`config.mk`:
```
export PLATFORM = sky130hd
export DESIGN_NAME = rsa_modexp_stream
export DESIGN_NICKNAME = d
export VERILOG_FILES = /design/src/rtl/rsa_modexp_stream.sv
export SDC_FILE = /design/constraint.sdc
export NUM_CORES = 2
export LEC_CHECK = 0
export ABC_CLOCK_PERIOD_IN_PS = 12300
export CORE_MARGIN = 2
export CORE_UTILIZATION = 25
export DETAILED_ROUTE_END_ITERATION = 12
export HOLD_SLACK_MARGIN = 0.03
export MAX_ROUTING_LAYER = met4
export PLACE_DENSITY = 0.48
export SLEW_MARGIN = 20
export SYNTH_ARGS = -nofsm -noshare
export SYNTH_HDL_FRONTEND = slang
export SYNTH_SLANG_ARGS = --single-unit
```
`constraint.sdc`:
```
create_clock -name clk -period 12.3 [get_ports clk]
set_input_delay 1.23 -clock clk [delete_from_list [all_inputs] [get_ports clk]]
set_output_delay 1.23 -clock clk [all_outputs]
set_load 0.01 [all_outputs]
```
`src/rtl/rsa_modexp_stream.sv`:
```
// Streaming RSA modular exponentiation C = M^E mod N with a radix-2 bit-serial
// Montgomery multiplier (R = 2^WIDTH), valid/ready request and response handshakes.
module rsa_modexp_stream #(
    parameter int WIDTH  = 64,
    parameter int E_BITS = 64
) (
    input  logic              clk,
    input  logic              rst,
    input  logic              in_valid,
    output logic              in_ready,
    input  logic [WIDTH-1:0]  M,
    input  logic [E_BITS-1:0] E,
    input  logic [WIDTH-1:0]  N,
    input  logic [WIDTH-1:0]  R2_MOD_N,
    output logic              out_valid,
    input  logic              out_ready,
    output logic [WIDTH-1:0]  C,
    output logic              err,
    output logic              busy
);

    localparam int MC_W = $clog2(WIDTH + 1);
    localparam int EC_W = $clog2(E_BITS + 1);
    localparam logic [MC_W-1:0]  MC_LAST = MC_W'(WIDTH);
    localparam logic [EC_W-1:0]  EC_FULL = EC_W'(E_BITS);
    localparam logic [EC_W-1:0]  EC_ONE  = EC_W'(1);
    localparam logic [WIDTH-1:0] ONE     = WIDTH'(1);
    localparam logic [WIDTH-1:0] THREE   = WIDTH'(3);

    typedef enum logic [3:0] {
        IDLE, CHECK, TOMONT, INIT, SCAN, SQR, MUL, FROMMONT, DONE
    } state_t;

    state_t            state;
    logic [WIDTH-1:0]  m_reg;
    logic [WIDTH-1:0]  n_reg;
    logic [WIDTH-1:0]  r2_reg;
    logic [E_BITS-1:0] e_reg;
    logic [EC_W-1:0]   cnt;
    logic [MC_W-1:0]   mcnt;
    logic [WIDTH+1:0]  s_acc;
    logic [WIDTH-1:0]  a_sh;
    logic [WIDTH-1:0]  b_op;
    logic [WIDTH-1:0]  x_reg;
    logic [WIDTH-1:0]  mbar_reg;
    logic [WIDTH-1:0]  mont_res;
    logic              mont_done;
    logic              mont_active;

    // One reduction step: add A[i]*B, make even with N, halve. Stays below 2N.
    function automatic logic [WIDTH+1:0] mont_step(input logic [WIDTH+1:0] s,
                                                   input logic             a_bit,
                                                   input logic [WIDTH-1:0] b,
                                                   input logic [WIDTH-1:0] n);
        logic [WIDTH+1:0] t;
        t = s + (a_bit ? {2'b00, b} : '0);
        if (t[0])
            t = t + {2'b00, n};
        return t >> 1;
    endfunction

    function automatic logic [WIDTH-1:0] mont_final(input logic [WIDTH+1:0] s,
                                                    input logic [WIDTH-1:0] n);
        logic [WIDTH+1:0] r;
        r = (s >= {2'b00, n}) ? s - {2'b00, n} : s;
        return r[WIDTH-1:0];
    endfunction

    assign mont_res    = mont_final(s_acc, n_reg);
    assign mont_done   = (mcnt == MC_LAST);
    assign mont_active = state inside {TOMONT, INIT, SQR, MUL, FROMMONT};

    always_ff @(posedge clk) begin
        if (rst) begin
            state     <= IDLE;
            in_ready  <= 1'b1;
            out_valid <= 1'b0;
            C         <= '0;
            err       <= 1'b0;
            busy      <= 1'b0;
        end else begin
            // Shared multiplier sequencing; operand loads happen on state exits below.
            if (mont_active) begin
                if (!mont_done) begin
                    s_acc <= mont_step(s_acc, a_sh[0], b_op, n_reg);
                    a_sh  <= a_sh >> 1;
                    mcnt  <= mcnt + MC_W'(1);
                end else begin
                    s_acc <= '0;
                    mcnt  <= '0;
                end
            end

            case (state)
                IDLE: begin
                    if (in_valid && in_ready) begin
                        m_reg    <= M;
                        e_reg    <= E;
                        n_reg    <= N;
                        r2_reg   <= R2_MOD_N;
                        err      <= 1'b0;
                        in_ready <= 1'b0;
                        busy     <= 1'b1;
                        state    <= CHECK;
                    end
                end

                CHECK: begin
                    s_acc <= '0;
                    mcnt  <= '0;
                    cnt   <= EC_FULL;
                    if (!n_reg[0] || (n_reg < THREE) || (m_reg >= n_reg)) begin
                        err   <= 1'b1;
                        C     <= '0;
                        state <= DONE;
                    end else begin
                        a_sh  <= m_reg;
                        b_op  <= r2_reg;
                        state <= TOMONT;
                    end
                end

                TOMONT: begin
                    if (mont_done) begin
                        mbar_reg <= mont_res;
                        a_sh     <= ONE;
                        b_op     <= r2_reg;
                        state    <= INIT;
                    end
                end

                INIT: begin
                    if (mont_done) begin
                        x_reg <= mont_res;
                        if (e_reg[E_BITS-1]) begin
                            a_sh  <= mont_res;
                            b_op  <= mont_res;
                            state <= SQR;
                        end else begin
                            state <= SCAN;
                        end
                    end
                end

                // Leading-zero skip: one cycle per zero, exits on the first set bit.
                SCAN: begin
                    e_reg <= e_reg << 1;
                    cnt   <= cnt - EC_ONE;
                    if (cnt == EC_ONE) begin
                        a_sh  <= x_reg;
                        b_op  <= ONE;
                        state <= FROMMONT;
                    end else if (e_reg[E_BITS-2]) begin
                        a_sh  <= x_reg;
                        b_op  <= x_reg;
                        state <= SQR;
                    end
                end

                SQR, MUL: begin
                    if (mont_done) begin
                        x_reg <= mont_res;
                        a_sh  <= mont_res;
                        if (state == SQR && e_reg[E_BITS-1]) begin
                            b_op  <= mbar_reg;
                            state <= MUL;
                        end else begin
                            e_reg <= e_reg << 1;
                            cnt   <= cnt - EC_ONE;
                            if (cnt == EC_ONE) begin
                                b_op  <= ONE;
                                state <= FROMMONT;
                            end else begin
                                b_op  <= mont_res;
                                state <= SQR;
                            end
                        end
                    end
                end

                FROMMONT: begin
                    if (mont_done) begin
                        C         <= mont_res;
                        out_valid <= 1'b1;
                        state     <= DONE;
                    end
                end

                // Error path arrives with out_valid low and raises it here.
                DONE: begin
                    if (!out_valid) begin
                        out_valid <= 1'b1;
                    end else if (out_ready) begin
                        out_valid <= 1'b0;
                        in_ready  <= 1'b1;
                        busy      <= 1'b0;
                        state     <= IDLE;
                    end
                end

                default: begin
                    state <= IDLE;
                end
            endcase
        end
    end

endmodule

```
==> impl_metrics.ini <==
[status]
outcome = completed

[pwr]
power_uw = 17800
p_sw_uw = 8670
pwr-share-comb_pct = 62.3
swShare_pct = 48.8
power.density_mw_per_mm2 = 354
clkPwrFrac_pct = 15.2
ir_worst_vdd_mv = 0.151
p_seq_share_pct = 22.5
p_leak_uw = 0.0189
cellInternalPower_uw = 9110

[clocking]
clkLatencyLatePin_ps = 730
cts_setup_buffers = 0
cts_max_level = 3
clockBufferDepth = 3
clkSinkCount = 663
cts_tree = yes
cts.clk_slew.worst_paths_ps = 60
cts_made_buffers = 87
clockRootBuffer = clkbuf_16
holdBufCountCts = 0
cts.repair.resized = 0

[yosys]
synth_flop_cell = edfxtp_1
synth-edff-count = 591
synth_cell_types = 97
postSynthCellCount = 4141
synthArstFlopShare_pct = 0
synth_mux_area_share_pct = 3.69
post_synth.cell_area_avg_um2 = 10.0
synth-seq-cells = 663
synthSimpleGateAreaFrac_pct = 13.5
syn_area_mm2 = 0.0414
yosys.area_share.xor_xnor_pct = 3.91
synth_fp_nets = 4663
seq_area_frac_synth_pct = 46.3
synth_compound_area_share_pct = 20.9
yosysWarnings = 0
synthAdderAreaFrac_pct = 7.97
synth_top_family_by_area = compound AO/OA/AOI/OAI gates

[global_route]
antenna_found_initial = 14
grt_max_degree = 79
grtUsageTotal_pct = 20.4
first_global_vias = 34012
grt_pass1_wl_mm = 245
grt_remaining_overflow = 0

[worst_setup_path]
crit_slowest_cell = o311ai_1
end_kind = register
max_stage_delay_ps = 1040
arrival_ps = 7780
critPathTopFamily = compound AO/OA/AOI/OAI gates
cp-start-kind = register
cp_max_fo = 10
criticalPathCategory = reg -> reg
crit_buf_inv = 0
crit_required_ps = 12710

[final_layout]
drive_gt1_share_pct = 6.72
syn2layout_area_growth_pct = 21.2
regArea_mm2 = 0.0192
fill_cells = 17161
fin_nets = 4926
multi_input_area_mm2 = 0.0209
largest_reg_flops = 65
regMostFlops = s_acc

[sta]
fin_setup_tns_ps = 0
hold_viol_final = 0
rsz0062_at_grt = no
max_freq_mhz = 136
worst_pin_slew_ps = 1210
fin_crit_sh_pct = 59.9
skew_ps = 60.3
finalSetupViolations = 0
fin_crit_ps = 7370
slew-limit-headroom_pct = 18.2
drv_slew = 0
whs_ps = 445

[floorplan]
die_y_um = 411
die-area_mm2 = 0.169
start_util_pct = 25.1
core-area_mm2 = 0.165
fp-row-count = 149
die_x_um = 411
io_pins = 328

[route]
drcViolationCount = 0
drtAntennaViolNets = 0
drt_iter0_drc = 3244
wl_mm = 173
vias_per_cell = 5.20
drtPass1Iterations = 5
num_vias = 34662
wl_per_cell_um = 26.0

[worst_hold_path]
hold_class = reg -> reg

[placed_design]
dp_hpwl_mm = 133
gp_congestion = 0.918
io_buffers = 327

[run]
cap_viol_max_count = 0
layer usage:
| layer | vias up | share of wire (%) | global-route usage, % |
|---|---|---|---|
| met1 | 17110 | 43 | 26.0 |
| met3 | 250 | 5.3 | 2.12 |
| met5 | - | 0 | - |
| met2 | 1190 | 48 | 33.3 |
| li1 | 16112 | - | - |
| met4 | 0 | 3.9 | 7.84 |
cell usage in the layout (no fill, tap or decap), types with 24 or more instances in the layout:
| cell type | Yosys | final |
|---|---|---|
| o21ai_1 | 27 | 26 |
| mux2i_1 | 117 | 117 |
| nand4_1 | 58 | 58 |
| and2_1 | 82 | 81 |
| inv_1 | 174 | 173 |
| nand2_1 | 497 | 492 |
| clkbuf_16 | 0 | 87 |
| nor2_1 | 289 | 280 |
| a211oi_1 | 88 | 88 |
| o21ai_0 | 230 | 230 |
| xor2_1 | 54 | 54 |
| ha_1 | 259 | 258 |
| a21o_1 | 132 | 132 |
| a221o_1 | 26 | 26 |
| clkdlybuf4s50_1 | 0 | 327 |
| dfxtp_1 | 72 | 72 |
| a22oi_1 | 25 | 25 |
| a21oi_1 | 340 | 339 |
| nand2b_1 | 32 | 32 |
| xnor2_1 | 131 | 131 |
| nor3_1 | 50 | 47 |
| a31oi_1 | 29 | 29 |
| and3_1 | 27 | 27 |
| buf_4 | 2 | 54 |
| o21a_1 | 42 | 42 |
| o221ai_1 | 61 | 61 |
| nand3_1 | 43 | 43 |
| nor4_1 | 30 | 29 |
| a2bb2oi_1 | 24 | 24 |
| edfxtp_1 | 591 | 591 |
| o21bai_1 | 45 | 45 |
cells in the mapped netlist (29+ instances only):
library cell | count | share of area (%)
nor2_1 | 289 | 2.6
a21o_1 | 132 | 2.4
nand3_1 | 43 | 0.52
o21a_1 | 42 | 0.76
o21ai_0 | 230 | 2.8
nor4_1 | 30 | 0.45
o21bai_1 | 45 | 0.82
nand4_1 | 58 | 0.88
and2_1 | 82 | 1.2
a31oi_1 | 29 | 0.44
mux2i_1 | 117 | 2.8
a211oi_1 | 88 | 1.6
clkbuf_1 | 173 | 1.6
nand2_1 | 497 | 4.5
nand2b_1 | 32 | 0.48
xnor2_1 | 131 | 2.8
inv_1 | 174 | 1.6
edfxtp_1 | 591 | 43
nor3_1 | 50 | 0.60
dfxtp_1 | 72 | 3.5
a21oi_1 | 340 | 4.1
xor2_1 | 54 | 1.1
o221ai_1 | 61 | 1.3
ha_1 | 259 | 7.8
worst paths after layout:
kind           start         to  slack, ps  cells past startpoint
max          a_sh[0]  s_acc[60]       4930                     25
min            C[54]      C[54]        440                      2
max reg2reg  a_sh[0]  s_acc[60]       4930                     25
min reg2reg    C[54]      C[54]        440                      2
power by group through the flow:
stage	registers, uW	clock network (uW)	logic [uW]
floorplan	3730	0	7870
finish	4000	2700	11100
detailed placement	4060	0	11000
global route	4030	2850	12100
CTS	4020	2770	11000
global placement	4070	0	11000
worst min-delay path, stage by stage (launching register included):
cell	delay [ps]
dfxtp_1	300
nand2_1	50
o21ai_1	50
kinds of logic after synthesis:
logic type,after synthesis
AOI/OAI and AO/OA,1294
and+or+nand+nor,1208
DFF,663
buffers and inverters,388
adders and majority gates,262
xor gates and xnor gates,185
muxes,141
cell type report:
type / count / area share (%)
timing repair buffer: 383 / 7.41
tap: 2189 / 5.46
clock inverter: 61 / 1.51
inverter: 179 / 1.34
antenna: 1 / 0.00499
multi-input combinational: 3090 / 41.5
sequential: 663 / 38.2
clock buffer: 103 / 4.50
metrics by stage:
stage / instance area, um2 / setup WS [ps] / util [%] / std cells
finish: 50200 / 4930 / 30.4 / 6669
global route: 50200 / 4490 / 30.4 / 6668
CTS: 50100 / 5090 / 30.4 / 6667
detailed placement: 47100 / 5180 / 28.6 / 6503
global placement: 47100 / 5130 / 28.6 / 6503
floorplan: 41400 / 2130 / - / 4141
Power figures use the tool's default switching activity.
